### src/rtl/afifo_rd_stream.sv
// Drains the afifo read port into a 2-entry prefetch buffer and presents the words as a
// valid/ready stream. Define AFIFO_RD_CNT_EN to add the o_rd_count delivered-beat counter.
module afifo_rd_stream #(
  parameter int unsigned C_WIDTH  = 32,
  parameter int unsigned C_RD_LAT = 1
) (
  input  logic               i_clk,
  input  logic               i_rst_n,
  input  logic               i_fifo_empty,
  input  logic [C_WIDTH-1:0] i_fifo_data,
  output logic               o_fifo_ren,
  input  logic               i_flush,
  output logic               o_valid,
  input  logic               i_ready,
  output logic [C_WIDTH-1:0] o_data
`ifdef AFIFO_RD_CNT_EN
  ,
  output logic [31:0]        o_rd_count
`endif
);

  typedef enum logic [1:0] {
    StEmpty = 2'd0,
    StOne   = 2'd1,
    StTwo   = 2'd2
  } occ_e;

  occ_e               occ_q, occ_d;
  logic               inflight_q, inflight_d;
  logic [C_WIDTH-1:0] head_q, head_d;
  logic [C_WIDTH-1:0] tail_q, tail_d;
  logic               pop;
  logic               push;
  logic [1:0]         committed;

  assign o_valid = (occ_q != StEmpty);
  assign o_data  = head_q;
  assign pop     = o_valid & i_ready;

  // Words still owed to the consumer once this cycle's pop leaves; never exceeds 2.
  assign committed  = 2'(occ_q) + {1'b0, inflight_q} - {1'b0, pop};
  assign o_fifo_ren = i_rst_n & ~i_fifo_empty & ~i_flush & (committed < 2'd2);

  if (C_RD_LAT == 0) begin : g_lat0
    assign push       = o_fifo_ren;
    assign inflight_d = 1'b0;
  end else begin : g_lat1
    // A word landing during a flush belongs to the dropped stream.
    assign push       = inflight_q & ~i_flush;
    assign inflight_d = o_fifo_ren;
  end

  always_comb begin
    occ_d  = occ_q;
    head_d = head_q;
    tail_d = tail_q;
    case (occ_q)
      StEmpty: begin
        if (push) begin
          occ_d  = StOne;
          head_d = i_fifo_data;
        end
      end
      StOne: begin
        if (push && !pop) begin
          occ_d  = StTwo;
          tail_d = i_fifo_data;
        end else if (!push && pop) begin
          occ_d = StEmpty;
        end else if (push && pop) begin
          head_d = i_fifo_data;
        end
      end
      StTwo: begin
        if (pop) begin
          head_d = tail_q;
          if (push) begin
            tail_d = i_fifo_data;
          end else begin
            occ_d = StOne;
          end
        end
      end
      default: occ_d = StEmpty;
    endcase
    if (i_flush) begin
      occ_d = StEmpty;
    end
  end

  always_ff @(posedge i_clk or negedge i_rst_n) begin
    if (!i_rst_n) begin
      occ_q      <= StEmpty;
      inflight_q <= 1'b0;
      head_q     <= '0;
      tail_q     <= '0;
    end else begin
      occ_q      <= occ_d;
      inflight_q <= inflight_d;
      head_q     <= head_d;
      tail_q     <= tail_d;
    end
  end

`ifdef AFIFO_RD_CNT_EN
  logic [31:0] rd_count_q, rd_count_d;

  // Pops during a flush still count; wraps naturally at 2^32.
  always_comb begin
    rd_count_d = rd_count_q;
    if (pop) begin
      rd_count_d = rd_count_q + 32'd1;
    end
  end

  always_ff @(posedge i_clk or negedge i_rst_n) begin
    if (!i_rst_n) begin
      rd_count_q <= '0;
    end else begin
      rd_count_q <= rd_count_d;
    end
  end

  assign o_rd_count = rd_count_q;
`endif

endmodule

### config.mk
export PLATFORM = sky130hd
export DESIGN_NAME = afifo_rd_stream
export DESIGN_NICKNAME = d
export VERILOG_FILES = /design/src/rtl/afifo_rd_stream.sv
export SDC_FILE = /design/constraint.sdc
export NUM_CORES = 1
export LEC_CHECK = 0
export CAP_MARGIN = 20
export CORE_MARGIN = 5
export CORE_UTILIZATION = 45
export DETAILED_ROUTE_END_ITERATION = 10
export PLACE_DENSITY = 0.7
export REMOVE_ABC_BUFFERS = 1
export SLEW_MARGIN = 5
export SYNTH_ARGS = -nofsm -noshare
export SYNTH_HDL_FRONTEND = slang
export SYNTH_SLANG_ARGS = --single-unit
### constraint.sdc
create_clock -name i_clk -period 2.55 [get_ports i_clk]
set_input_delay 0.51 -clock i_clk [delete_from_list [all_inputs] [get_ports i_clk]]
set_output_delay 0.51 -clock i_clk [all_outputs]
set_load 0.05 [all_outputs]
Word level (Yosys, flattened, before mapping)
Cells that the tools add are included.
{ "word_totals": {"ram_bits": 0, "rom_bits": 0, "in_bits": 37, "latch_bits": 0, "output_inout_bits": 34, "mem_count": 0, "word_cells": 55, "ff_bits": 67} }
{ "classes": {"mul": 0, "n_reduce_logical": 12, "addsub": 2, "eq_ne": 13, "bitwise": 7, "order_cmp": 1, "mux": 16, "div_mod_pow": 0, "shifts": 0} }
{ "op_table": {"columns": ["operator", "count"], "rows": [
  ["32-bit two-way mux", 7],
  ["32-bit one-hot mux with 3 select lines", 1],
  ["32-bit one-hot mux with 2 select lines", 1],
  ["2-bit inequality test, second input constant", 7],
  ["2-bit two-way mux", 6],
  ["3-bit inequality test, second input constant", 3],
  ["4-bit AND reduction", 2],
  ["2-bit one-hot mux with 3 select lines", 1],
  ["6-bit AND reduction", 1],
  ["1-bit AND", 5],
  ["4-bit inequality test, second input constant", 1],
  ["2-bit nonzero test", 2],
  ["1-bit logical AND", 3],
  ["3-bit nonzero test", 1],
  ["2-bit by 1-bit adder with 2-bit output", 1],
  ["2-bit by 1-bit equality test with 1-bit output, second input constant", 1],
  ["2-bit equality test, second input constant", 1],
  ["1-bit zero test", 2],
  ["2-bit zero test", 1],
  ["2-bit < comparator, second input constant", 1],
  ["1-bit NOT", 2],
  ["2-bit by 1-bit subtractor with 2-bit output", 1]
]} }

Depth between registers and ports, before layout
Gate-level depths: netlist of run 1.
{ "logic_depth": {"depth_word": 8, "mapped_depth": 5, "depth_no_buf": 3} }

Worst setup path after synthesis of run 1
Ideal clock, no wire load.
{ "synth_path": {"path_type": "input port to output port", "start": "input i_ready", "end": "output o_fifo_ren", "path_slack_ns": 0.766, "arrival_ns": 1.274, "path_stages": 3, "t_required_ns": 2.040, "n_path_buf": 0, "cell_sequence": "inv_1 -> and4_2 -> o311a_1"} }
{ "synth_via": {"elab_chain_cells": 4} }
{ "synth_lines": {"columns": ["item", "line", "source"], "rows": [
  ["start: declaration", "14", "input logic i_ready,"],
  ["1-bit AND", "38", "assign pop = o_valid & i_ready;"],
  ["2-bit by 1-bit subtractor with 2-bit output", "41", "assign committed = 2'(occ_q) + {1'b0, inflight_q} - {1'b0, pop};"],
  ["2-bit < comparator", "42", "assign o_fifo_ren = i_rst_n & ~i_fifo_empty & ~i_flush & (committed < 2'd2);"],
  ["1-bit AND", "42", null],
  ["end: declaration", "11", "output logic o_fifo_ren,"]
]} }
No other way between the ends.

Worst setup path in the final report of run 1
{ "layout_path": {"start": "register occ_q[0]", "end": "output o_valid"} }
{ "layout_via": {"elab_chain_cells": 1} }
{ "layout_lines": {"columns": ["item", "line", "source"], "rows": [
  ["start: declaration", "28", "occ_e occ_q, occ_d;"],
  ["start signal: assignment", "93", "occ_q <= StEmpty;"],
  ["2-bit nonzero test", "36", "assign o_valid = (occ_q != StEmpty);"],
  ["end: declaration", "13", "output logic o_valid,"]
]} }
No other way between the ends.

==> results.cfg, run 1 <==
[grt]
grt_pass1_wl_um = 10400
grt_max_degree = 68
overflow = 0
grt_pass1_vias = 2087
antenna_found_initial = 0
grt_usage = 0.151

[synth]
synth_cells = 202
yosysUniqueCellTypes = 23
yosysTopAreaCell = dfrtp_1
synth_seq_cells = 67
syn_avg_cell_area_um2 = 16.2
yosys_warnings = 0
netlist_area_um2 = 3280
synthTopCellsByArea = dfrtp_1, mux2_4, mux2_2, buf_6, buf_2
yosysSeqAreaShare = 0.511
netlist.area_leader.share = 0.511

[power_and_ir_drop]
power_frac_seq = 0.398
power_uw = 3410
p_sw_frac = 0.340
leakage_uw = 0.00199
ir_drop_mv = 0.359
clkPwrFrac = 0.258
p_comb_frac = 0.344
switchingPower_uw = 1160
powerDensity_nw_per_um2 = 792
intPower_uw = 2250

[cts]
root_buffer = clkbuf_8
numClockSinks = 67
postCtsHoldBufs = 0
cts_setup_buffers = 0
htreeDepth = 3
clk_pin_slew_ns = 0.07
cts_tree = yes
insertion_delay_ns = 0.33
cts_buffers = 9
cts_buffer_depth = 2
ctsResizeCount = 0

[finish]
final_common_cell = clkdlybuf4s50_1
mostFrequentLayoutCells = clkdlybuf4s50_1, dfrtp_1, mux2_4, mux2_2, clkbuf_8
area_growth_pct = 31.1
diodes = 0
stdcell_area_um2 = 4300
finalNonFillerCells = 382
final_layout_size_suffix_gt1_frac = 0.456
final_util = 0.599
nNetsFinal = 315

[detailed_routing]
routedWlPerCell_um = 16.7
drcViolationCount = 0
routed_wirelength_um = 6360
drtIter0Drc = 31
ant_nets = 0
via_count = 1847
viasPerCell = 4.84
drt_first_pass_iters = 3

[setup_path]
required_ns = 2.04
reg2reg_slack_ns = 0.58
path_cells = or2_2 > clkdlybuf4s50_1
r2r-end = o_data[2]
crit_arrival_ns = 1.85
critPathBufInv = 1
r2r_cells = 4
worstReg2RegStart = occ_q[1]
path_max_fanout = 11
worstSetupEndpointType = primary output
path_delay_family = buffers and inverters
cp-start-kind = register
slowest_delay_ns = 0.70
slowest_stage = clkdlybuf4s50_1
path_class = register to primary output

[flow_run]
maxCapViolations = 0

[die]
start_util = 0.457
core_um2 = 7180
die_w_um = 95.4
dieArea_um2 = 9100
die_y_um = 95.4
rows = 31
io_pins = 71

[timing]
tightest_slew_ns = 0.835
setup-violations-final = 0
fin_crit_ns = 2.36
finalClockSkew_ns = 0.00622
rsz0062_at_grt = false
hold_viol = 0
finalMaxSlewViolations = 0
fmax_mhz = 423
tns_ns = 0
max-slew-margin-rel = 0.443
finalCritPeriodShare = 0.927

[placement]
dp.cells = 366
io_buffers = 70
gp_congestion = 0.750
place_area_um2 = 4100
post-dp-hpwl_um = 4260

[outcome]
status = completed

[hold_path]
hp-class = input port to asynchronous set/reset pin
flip-flops by register name, indices dropped and copies added, names as in the netlist:
name	count
inflight_q	1
o_data	32
occ_q	2
tail_q	32
power by group through the flow:
stage | Sequential (uW) | Combinational [uW] | Clock [uW]
final | 1360 | 1170 | 878
after detailed placement | 1370 | 1180 | 0
after floorplan | 1820 | 306 | 0
after global placement | 1370 | 1170 | 0
after CTS | 1360 | 1190 | 911
after global routing | 1380 | 1220 | 960
Yosys cell counts:
library cell,instances
a21oi_1,4
dfrtp_1,67
mux2_2,36
buf_6,6
o311a_1,1
o21bai_1,1
inv_1,2
buf_4,1
nor2_1,1
and3b_2,1
o21ai_0,2
and4_2,1
a31o_4,1
nor2b_1,2
nand2b_1,2
mux2_4,60
and2b_2,1
nand2_1,1
or2_2,1
o211ai_4,1
buf_2,6
and3b_1,1
nor3b_1,3
cells by family (layout without fill, tap and decap cells):
family,after synthesis,count (layout),synth area share
muxes,96,96,0.398
DFF,67,67,0.511
buffers and inverters,15,96,0.0343
and+or+nand+nor,14,14,0.0301
AOI/OAI and AO/OA,10,10,0.0263
per-stage QoR:
| step | hold WS (ns) | setup WS (ns) |
|---|---|---|
| floorplan | 0.214 | -0.221 |
| global placement | 0.482 | 0.233 |
| detailed placement | 0.488 | 0.223 |
| CTS | 0.465 | 0.151 |
| global route | 0.469 | 0.113 |
| finish | 0.459 | 0.185 |
cell type report:
type,count,area (um^2)
Clock buffer,10,138
Clock inverter,6,65.1
Fill cell,573,2880
Inverter,2,7.51
Multi-Input combinational cell,120,1500
Sequential cell,67,1680
Tap cell,99,124
Timing Repair Buffer,78,791
how the worst max path moves through the flow:
stage	start	end	slack (ns)	cells past startpoint
after floorplan	occ_q[1]	o_data[19]	-0.22	3
after global placement	i_ready	o_fifo_ren	0.23	5
after detailed placement	i_ready	o_fifo_ren	0.22	5
after CTS	occ_q[0]	o_valid	0.15	2
after global routing	occ_q[0]	o_valid	0.11	2
final	occ_q[0]	o_valid	0.19	2
per-layer routing:
metal,vias to the layer above,part of all wire,global-route usage
met5,-,0,0
li1,872,-,-
met3,6,0.053,0.0395
met4,0,0.010,0.0592
met1,914,0.48,0.205
met2,55,0.46,0.231
No activity file was read; power rests on OpenSTA's default activity.
==> run 2, diff against run 1 <==
--- a/config.mk
+++ b/config.mk
@@ -6,6 +6,7 @@
 export NUM_CORES = 1
 export LEC_CHECK = 0
 export CAP_MARGIN = 20
+export CORE_ASPECT_RATIO = 0.6
 export CORE_MARGIN = 5
 export CORE_UTILIZATION = 45
 export DETAILED_ROUTE_END_ITERATION = 10
==> results.cfg, run 2 (synthesis gave the netlist of run 1 again) <==
[cts]
insertion_delay_ns = 0.32
root_buffer = clkbuf_16
postCtsHoldBufs = 0
cts_buffers = 9
htreeDepth = 3
ctsResizeCount = 0
cts_tree = yes
numClockSinks = 67
cts_buffer_depth = 2
cts_setup_buffers = 0
clk_pin_slew_ns = 0.05

[grt]
grt_usage = 0.160
overflow = 0
antenna_found_initial = 0
grt_pass1_vias = 2131
grt_pass1_wl_um = 11300
grt_max_degree = 35

[setup_path]
slowest_stage = clkdlybuf4s50_1
path_class = register to primary output
required_ns = 2.04
reg2reg_slack_ns = 0.81
r2r_cells = 4
cp-start-kind = register
crit_arrival_ns = 1.86
r2r-end = o_data[18]
worstReg2RegStart = occ_q[1]
slowest_delay_ns = 0.71
path_cells = or2_2 > clkdlybuf4s50_1
path_max_fanout = 11
worstSetupEndpointType = primary output

[power_and_ir_drop]
powerDensity_nw_per_um2 = 830
ir_drop_mv = 0.487
clkPwrFrac = 0.300
switchingPower_uw = 1190
power_frac_seq = 0.374
intPower_uw = 2450
p_comb_frac = 0.326
p_sw_frac = 0.327
leakage_uw = 0.00203

[timing]
tns_ns = 0
hold_slack_ns = 0.312
max-slew-margin-rel = 0.633
fin_crit_ns = 2.37
hold_viol = 0
finalMaxSlewViolations = 0
rsz0062_at_grt = false
fmax_mhz = 423
tightest_slew_ns = 0.549
finalClockSkew_ns = 0.00470
finalCritPeriodShare = 0.928
setup-violations-final = 0

[detailed_routing]
via_count = 1916
routedWlPerCell_um = 18.3
drcViolationCount = 0
viasPerCell = 5.12
ant_nets = 0
drt_first_pass_iters = 4
drtIter0Drc = 91
routed_wirelength_um = 6850

[flow_run]
maxCapViolations = 0

[placement]
post-dp-hpwl_um = 4640
gp_congestion = 0.717
place_area_um2 = 4120
io_buffers = 70

[die]
die_w_um = 120
io_pins = 71
start_util = 0.457
die_y_um = 76.1
rows = 24
dieArea_um2 = 9150
core_um2 = 7180

[finish]
area_growth_pct = 33.6
final_util = 0.611
mostFrequentLayoutCells = clkdlybuf4s50_1, dfrtp_1, mux2_4, mux2_2, clkbuf_16
final_layout_size_suffix_gt1_frac = 0.449
multi_input_area_um2 = 1500
fill_cells = 539
stdcell_area_um2 = 4380
diodes = 0
final_common_cell = clkdlybuf4s50_1
seq_area_um2 = 1680
nNetsFinal = 316

[hold_path]
hp-class = input port to asynchronous set/reset pin

[outcome]
status = completed
-- run 2: changes by cell type in the layout (fill, tap and decap cells not counted) --
cell,previous run,this run
bufinv_16,1,0
clkinv_4,2,0
clkinv_2,2,3
buf_4,6,5
buf_12,3,5
clkbuf_8,10,1
clkbuf_16,0,9
clkbuf_1,0,2
clkinvlp_4,1,0
-- run 2: layout make-up --
class,instances,share of cell area
Sequential cell,67,0.383
Multi-Input combinational cell,120,0.342
Clock inverter,3,0.00343
Clock buffer,12,0.0563
Tap cell,91,0.0260
Inverter,2,0.00171
Timing Repair Buffer,79,0.188
-- run 2: metrics by stage --
| step | total power, uW | instances | setup WS (ns) |
|---|---|---|---|
| finish | 3640 | 374 | 0.184 |
| CTS | 3680 | 374 | 0.174 |
| floorplan | 2130 | 189 | -0.221 |
| global route | 3790 | 374 | 0.127 |
| global placement | 2550 | 359 | 0.232 |
| detailed placement | 2560 | 359 | 0.211 |
-- run 2: worst max-delay path, delay by kind of cell (launching register included) --
family | cells | cell delay [ns]
buf+inv | 1 | 0.71
simple gates | 1 | 0.33
flops | 1 | 0.48
-- run 2: how the worst max path moves through the flow --
stage                        start          to
after floorplan           occ_q[1]  o_data[19]
after global routing      occ_q[0]     o_valid
after detailed placement   i_ready  o_fifo_ren
final                     occ_q[0]     o_valid
after CTS                 occ_q[0]     o_valid
after global placement     i_ready  o_fifo_ren
-- run 2: per-layer routing --
layer / vias up / global-route usage / share of wire
met1: 969 / 0.216 / 0.49
met3: 8 / 0.0734 / 0.071
met2: 57 / 0.233 / 0.43
met5: - / 0 / 0
met4: 0 / 0.0441 / 0.0088
li1: 882 / - / -
-- run 2: power by group through the flow --
| stage | Clock, uW | Sequential (uW) | Combinational [uW] |
|---|---|---|---|
| after floorplan | 0 | 1820 | 306 |
| after global placement | 0 | 1370 | 1180 |
| after detailed placement | 0 | 1370 | 1190 |
| after CTS | 1120 | 1360 | 1200 |
| after global routing | 1170 | 1380 | 1240 |
| final | 1090 | 1360 | 1190 |
